File: config.mk
export PLATFORM = sky130hd
export DESIGN_NAME = perceptron_core
export DESIGN_NICKNAME = d
export VERILOG_FILES = /design/src/rtl/perceptron_core.sv
export SDC_FILE = /design/constraint.sdc
export NUM_CORES = 1
export LEC_CHECK = 0
export BUFFER_PORTS_ARGS = -buffer_cell sky130_fd_sc_hd__buf_2
export CAP_MARGIN = 10
export CORE_MARGIN = 2
export CORE_UTILIZATION = 30
export DETAILED_ROUTE_END_ITERATION = 16
export PLACE_DENSITY = 0.45
export SLEW_MARGIN = 5
export SYNTH_ARGS = -nofsm -noshare
export SYNTH_HDL_FRONTEND = slang
export SYNTH_SLANG_ARGS = --single-unit
File: constraint.sdc
create_clock -name clk -period 5.35 [get_ports clk]
set_input_delay 1.07 -clock clk [delete_from_list [all_inputs] [get_ports clk]]
set_output_delay 1.07 -clock clk [all_outputs]
set_load 0.05 [all_outputs]
File: src/rtl/perceptron_core.sv
// rtl/perceptron_core.sv - 16-input bit-serial perceptron with online training and inference
//
// Purpose: one weight per pixel plus a bias, all in registers. Each operation
// accumulates bias + sum(w[i] for set pixels) one pixel per cycle, classifies by
// the sign of the sum, and on a training mistake nudges the bias and the active
// weights toward the label with saturating arithmetic.
//
// Ports:
//   clk, rst_n                 clock, asynchronous active-low reset
//   learn, learn_x, learn_is_O training stream (level enable, pattern, label)
//   infer_start, infer_x       1-cycle inference request and its pattern
//   clear_weights              synchronous clear of weights, bias, counters
//   busy                       operation in progress
//   infer_valid, infer_is_O    inference result pulse and held class
//   score                      signed sum of the last completed operation
//   learn_done, mistake        training done pulse and held mistake flag
//   update_count, error_count  saturating sample and mistake counters
module perceptron_core #(
  parameter int W_WIDTH   = 8,
  parameter int ACC_WIDTH = 13,
  parameter int LR        = 1
) (
  input  logic                 clk,
  input  logic                 rst_n,
  input  logic                 learn,
  input  logic [15:0]          learn_x,
  input  logic                 learn_is_O,
  input  logic                 infer_start,
  input  logic [15:0]          infer_x,
  input  logic                 clear_weights,
  output logic                 busy,
  output logic                 infer_valid,
  output logic                 infer_is_O,
  output logic [ACC_WIDTH-1:0] score,
  output logic                 learn_done,
  output logic                 mistake,
  output logic [15:0]          update_count,
  output logic [15:0]          error_count
);

  typedef enum logic [2:0] {S_IDLE, S_ACCUM, S_DECIDE, S_UPDATE, S_DONE} state_e;

  localparam logic signed [W_WIDTH:0] W_MAX = (W_WIDTH+1)'(2**(W_WIDTH-1) - 1);
  localparam logic signed [W_WIDTH:0] W_MIN = (W_WIDTH+1)'(-(2**(W_WIDTH-1)));
  localparam logic signed [W_WIDTH:0] STEP  = (W_WIDTH+1)'(LR);

  state_e                      state_q, state_d;
  logic [3:0]                  idx_q, idx_d;
  logic signed [ACC_WIDTH-1:0] acc_q, acc_d;
  logic [15:0]                 pat_q, pat_d;
  logic                        lbl_q, lbl_d;
  logic                        train_q, train_d;
  logic                        miss_q, miss_d;
  logic signed [W_WIDTH-1:0]   w_q [16];
  logic signed [W_WIDTH-1:0]   w_d [16];
  logic signed [W_WIDTH-1:0]   bias_q, bias_d;
  logic signed [ACC_WIDTH-1:0] score_q, score_d;
  logic                        is_o_q, is_o_d;
  logic                        mistake_q, mistake_d;
  logic [15:0]                 upd_cnt_q, upd_cnt_d;
  logic [15:0]                 err_cnt_q, err_cnt_d;
  logic                        learn_prev_q;
  logic [16:0]                 last_pair_q, last_pair_d;
  logic                        last_vld_q, last_vld_d;
  logic                        trig;
  logic                        pred_o;

  // Step a weight by +LR (up=1) or -LR, clamping instead of wrapping.
  function automatic logic signed [W_WIDTH-1:0] sat_step(input logic signed [W_WIDTH-1:0] v,
                                                         input logic up);
    logic signed [W_WIDTH:0] ext;
    logic signed [W_WIDTH:0] s;
    ext = $signed({v[W_WIDTH-1], v});
    s   = up ? (ext + STEP) : (ext - STEP);
    if (s > W_MAX)      s = W_MAX;
    else if (s < W_MIN) s = W_MIN;
    return $signed(s[W_WIDTH-1:0]);
  endfunction

  // A held learn level updates once; a new pair or a fresh rising level retriggers.
  assign trig   = learn && (!learn_prev_q || !last_vld_q || ({learn_x, learn_is_O} != last_pair_q));
  assign pred_o = ~acc_q[ACC_WIDTH-1];

  always_comb begin
    state_d     = state_q;
    idx_d       = idx_q;
    acc_d       = acc_q;
    pat_d       = pat_q;
    lbl_d       = lbl_q;
    train_d     = train_q;
    miss_d      = miss_q;
    w_d         = w_q;
    bias_d      = bias_q;
    score_d     = score_q;
    is_o_d      = is_o_q;
    mistake_d   = mistake_q;
    upd_cnt_d   = upd_cnt_q;
    err_cnt_d   = err_cnt_q;
    last_pair_d = last_pair_q;
    last_vld_d  = last_vld_q;
    learn_done  = 1'b0;
    infer_valid = 1'b0;

    unique case (state_q)
      S_IDLE: begin
        if (trig) begin
          pat_d       = learn_x;
          lbl_d       = learn_is_O;
          train_d     = 1'b1;
          last_pair_d = {learn_x, learn_is_O};
          last_vld_d  = 1'b1;
        end else if (infer_start) begin
          pat_d   = infer_x;
          lbl_d   = 1'b0;
          train_d = 1'b0;
        end
        if (trig || infer_start) begin
          acc_d   = ACC_WIDTH'(bias_q);
          idx_d   = 4'd0;
          miss_d  = 1'b0;
          state_d = S_ACCUM;
        end
      end
      S_ACCUM: begin
        if (pat_q[idx_q]) acc_d = acc_q + ACC_WIDTH'(w_q[idx_q]);
        idx_d = idx_q + 4'd1;
        if (idx_q == 4'd15) state_d = S_DECIDE;
      end
      S_DECIDE: begin
        score_d = acc_q;
        idx_d   = 4'd0;
        state_d = S_DONE;
        if (!train_q) begin
          is_o_d = pred_o;
        end else if (pred_o != lbl_q) begin
          miss_d  = 1'b1;
          bias_d  = sat_step(bias_q, lbl_q);
          state_d = S_UPDATE;
        end
      end
      S_UPDATE: begin
        if (pat_q[idx_q]) w_d[idx_q] = sat_step(w_q[idx_q], lbl_q);
        idx_d = idx_q + 4'd1;
        if (idx_q == 4'd15) state_d = S_DONE;
      end
      S_DONE: begin
        if (train_q) begin
          learn_done = 1'b1;
          mistake_d  = miss_q;
          if (upd_cnt_q != 16'hFFFF) upd_cnt_d = upd_cnt_q + 16'd1;
          if (miss_q && (err_cnt_q != 16'hFFFF)) err_cnt_d = err_cnt_q + 16'd1;
        end else begin
          infer_valid = 1'b1;
        end
        state_d = S_IDLE;
      end
      default: state_d = S_IDLE;
    endcase

    // Clear aborts whatever is running, so the pulses of that cycle are suppressed too.
    if (clear_weights) begin
      for (int i = 0; i < 16; i++) w_d[i] = '0;
      bias_d      = '0;
      score_d     = '0;
      mistake_d   = 1'b0;
      upd_cnt_d   = '0;
      err_cnt_d   = '0;
      last_pair_d = '0;
      last_vld_d  = 1'b0;
      state_d     = S_IDLE;
      learn_done  = 1'b0;
      infer_valid = 1'b0;
    end
  end

  always_ff @(posedge clk or negedge rst_n) begin
    if (!rst_n) begin
      state_q      <= S_IDLE;
      idx_q        <= '0;
      acc_q        <= '0;
      pat_q        <= '0;
      lbl_q        <= 1'b0;
      train_q      <= 1'b0;
      miss_q       <= 1'b0;
      for (int i = 0; i < 16; i++) w_q[i] <= '0;
      bias_q       <= '0;
      score_q      <= '0;
      is_o_q       <= 1'b0;
      mistake_q    <= 1'b0;
      upd_cnt_q    <= '0;
      err_cnt_q    <= '0;
      learn_prev_q <= 1'b0;
      last_pair_q  <= '0;
      last_vld_q   <= 1'b0;
    end else begin
      state_q      <= state_d;
      idx_q        <= idx_d;
      acc_q        <= acc_d;
      pat_q        <= pat_d;
      lbl_q        <= lbl_d;
      train_q      <= train_d;
      miss_q       <= miss_d;
      w_q          <= w_d;
      bias_q       <= bias_d;
      score_q      <= score_d;
      is_o_q       <= is_o_d;
      mistake_q    <= mistake_d;
      upd_cnt_q    <= upd_cnt_d;
      err_cnt_q    <= err_cnt_d;
      learn_prev_q <= learn;
      last_pair_q  <= last_pair_d;
      last_vld_q   <= last_vld_d;
    end
  end

  assign busy         = (state_q != S_IDLE);
  assign infer_is_O   = is_o_q;
  assign score        = score_q;
  assign mistake      = mistake_q;
  assign update_count = upd_cnt_q;
  assign error_count  = err_cnt_q;

endmodule
==> results.toml <==
[run_status]
status = "complete, no violations"

[worst_setup_path]
start_kind = "register"
critical_path.top_delay_family = "multiplexers"
crit_required_ps = 5820
crit_buf_inv = 4
setup.worst_path.end_class = "register"
slowest_stage = "mux4_2"
crit_type = "reg -> reg"
critPathMaxStageDelay_ps = 550
crit_chain = "buf_12, buf_4, mux4_2, mux4_2, ha_1, inv_1, a21oi_1, o31ai_1, a21oi_1, nor4b_1, a211o_1, buf_4, mux2i_1, o22ai_1"
arrival_ps = 5330
crit_path_max_fanout = 32
r2r.worst_path.cells = 14
path_depth = 14

[synthesis]
avgSynthCellArea_um2 = 10.2
synthCells = 1276
async_flop_share = 1.00
synth_nets = 1352
netlist.top_cell.by_area = "dfrtp_1"
synth_top_area_frac = 0.462
synthesis.area_mm2 = 0.0130
yosysWarningCount = 0
synth_flop_cell = "dfrtp_1"
synth-edff-count = 0
netlist_top_cells_area = "dfrtp_1 46%, mux4_2 7.3%, a211oi_1 5.8%, mux2i_1 5.7%, nor2_1 5.4%"
ys_types = 63
synth-seq-cells = 241
yosysSeqAreaShare = 0.462

[sta]
finalWorstSetupSlack_ps = 495
relSlewSlack = 0.350
fin_crit_ps = 4850
fin_crit_sh = 0.907
clock.fmax_mhz = 206
finClkSkew_ps = 13.5
fin_tns_setup_ps = 0
rsz0062_at_grt = "false"
setup_violations = 0
slew_violations = 0
hold_viol = 0
holdWs_ps = 480
worstMarginPinSlew_ps = 975

[detailed_routing]
vias_per_cell = 5.02
ant_nets = 0
vias = 9629
drtIter0Drc = 655
firstDrtPassIters = 4
route.detailed.drc = 0
drt_wl_total_mm = 35.6
wl_per_cell_um = 18.5

[die]
die_y_um = 213
start_util = 0.303
rows = 76
num_io_pins = 88
core_area_mm2 = 0.0430
die_w_um = 213
fp.dieArea_mm2 = 0.0452

[clock_network]
cts_setup_buffers = 0
cts.sinks = 241
clk_pin_slew_ps = 60
cts_max_level = 1
clock_path_buffers = 3
cts_root_buffer = "clkbuf_16"
cts_tree = "yes"
numCtsBuffers = 29
cts_resized = 0
clk_latency_ps = 570
cts_hold_repair.buffers = 0

[global_routing]
grt_pass1_vias = 9650
grtUsageMet2 = 0.242
top_usage_layer = "met2"
grt_antenna_before_repair = 0
met1_usage = 0.242
met3_usage = 0.0225
grt_max_degree = 111
overflow = 0
grt_usage = 0.160
grt_first_pass_wirelength_mm = 57.3

[power_and_ir_drop]
p_leak_nw = 6.34
fin_total_pwr_mw = 5.86
power_frac_comb = 0.299
ir_drop_uv = 269
internal_power_mw = 3.76
p_sw_mw = 2.10
p_sw_frac = 0.358
p_clk_frac = 0.329
power_density_mw_per_mm2 = 392
seqPwrFrac = 0.372

[cells_and_area]
antennaDiodeCount = 0
fillers = 4397
drive_gt1_frac = 0.158
area_growth_pct = 14.5
finalInstanceArea_mm2 = 0.0149
final_cells = 1919
fin_util = 0.348
fin_nets = 1391

[place]
hpwl_mm = 24.0
place_area_mm2 = 0.0140
pre_cts_ws_ps = 492
place_inst = 1869
place.gp.congestion = 0.774
io_buffers = 87

[run]
drv_cap = 0

[min_path]
hp-class = "reg -> reg"
holdPathStages = 2
-- path summary, 6_finish.rpt --
check                                 startpoint                     to  slack (ps)
max reg2reg                 idx_q[0]$_DFFE_PN0P_    w_q[18]$_DFFE_PN0P_         500
min reg2reg                pat_q[13]$_DFFE_PN0P_  pat_q[13]$_DFFE_PN0P_         480
max                         idx_q[0]$_DFFE_PN0P_    w_q[18]$_DFFE_PN0P_         500
max in group asynchronous                  rst_n   idx_q[1]$_DFFE_PN0P_        3750
min                        pat_q[13]$_DFFE_PN0P_  pat_q[13]$_DFFE_PN0P_         480
min in group asynchronous                  rst_n  acc_q[10]$_DFFE_PN0P_         520
-- registers in the layout, indices dropped and copies added (netlist names), 3 cells and up --
register	count
acc_q	13
bias_q	8
error_count	16
idx_q	4
last_pair_q	17
pat_q	16
score	13
state_q	3
update_count	16
w_q	128
-- layout make-up --
class | instances | area [um^2] | share of cell area
sequential | 241 | 6030 | 0.404
clock buffer | 43 | 848 | 0.0568
clock inverter | 7 | 67.6 | 0.00452
timing repair buffer | 107 | 627 | 0.0420
tap | 585 | 732 | 0.0490
multi-input combinational | 916 | 6550 | 0.439
inverter | 20 | 75.1 | 0.00503
-- layer usage --
layer,up-vias,share of wire
li1,4701,-
met1,4763,0.50
met2,122,0.45
met3,43,0.031
met4,0,0.019
met5,-,0
-- power by group through the flow --
| stage | Combinational (mW) | Sequential, mW | Clock (mW) |
|---|---|---|---|
| floorplan | 1.29 | 2.16 | 0 |
| global placement | 1.76 | 2.22 | 0 |
| detailed placement | 1.76 | 2.22 | 0 |
| CTS | 1.77 | 2.18 | 1.99 |
| global route | 1.95 | 2.21 | 2.07 |
| finish | 1.75 | 2.18 | 1.93 |
-- kinds of logic after synthesis --
kind of cell | count (synthesis) | synth area share
and+or+nand+nor | 408 | 0.139
DFF | 241 | 0.462
muxes | 116 | 0.129
adders and majority gates | 38 | 0.0382
AOI/OAI and AO/OA | 297 | 0.157
xor gates and xnor gates | 57 | 0.0383
buffers and inverters | 119 | 0.0361
-- cells in the mapped netlist, types with 4 or more instances --
cell and instances:
ha_1 35, o31ai_1 5, nand4_1 13, nand3_1 16, a31oi_1 11, mux2i_1 74
o21ai_0 37, nand2b_1 6, a21oi_2 4, o21a_1 8, clkbuf_1 79, a21o_1 7
xnor2_1 21, nand2_1 105, a211oi_1 100, inv_1 20, dfrtp_1 241, xor2_1 36
a221o_1 6, o22ai_1 33, nor2_1 187, buf_1 6, mux4_2 42, nor4_1 5
or3_1 7, nor2b_1 9, nor3_1 17, a2bb2oi_1 4, and2_1 23, buf_2 13
a21oi_1 52, a22o_1 4
-- worst register-to-register path, stage by stage, from the launching register on --
cell	delay [ps]
dfrtp_2	510
buf_12	230
buf_4	290
mux4_2	550
mux4_2	550
ha_1	450
inv_1	100
a21oi_1	290
o31ai_1	150
a21oi_1	270
nor4b_1	270
a211o_1	350
buf_4	410
mux2i_1	150
o22ai_1	160
-- cell usage in the layout, fill, tap and decap left out, drive strengths merged, types with 17 or more instances in the layout --
| cell type | n |
|---|---|
| dfrtp | 241 |
| a211oi | 100 |
| mux2i | 74 |
| mux4 | 42 |
| xor2 | 36 |
| nor3 | 17 |
| and2 | 24 |
| clkbuf | 43 |
| inv | 22 |
| ha | 35 |
| xnor2 | 21 |
| buf | 107 |
| nand2 | 105 |
| o21ai | 39 |
| nor2 | 187 |
| o22ai | 33 |
| a21oi | 56 |
Note: power is estimated with default switching activity, not from simulation.
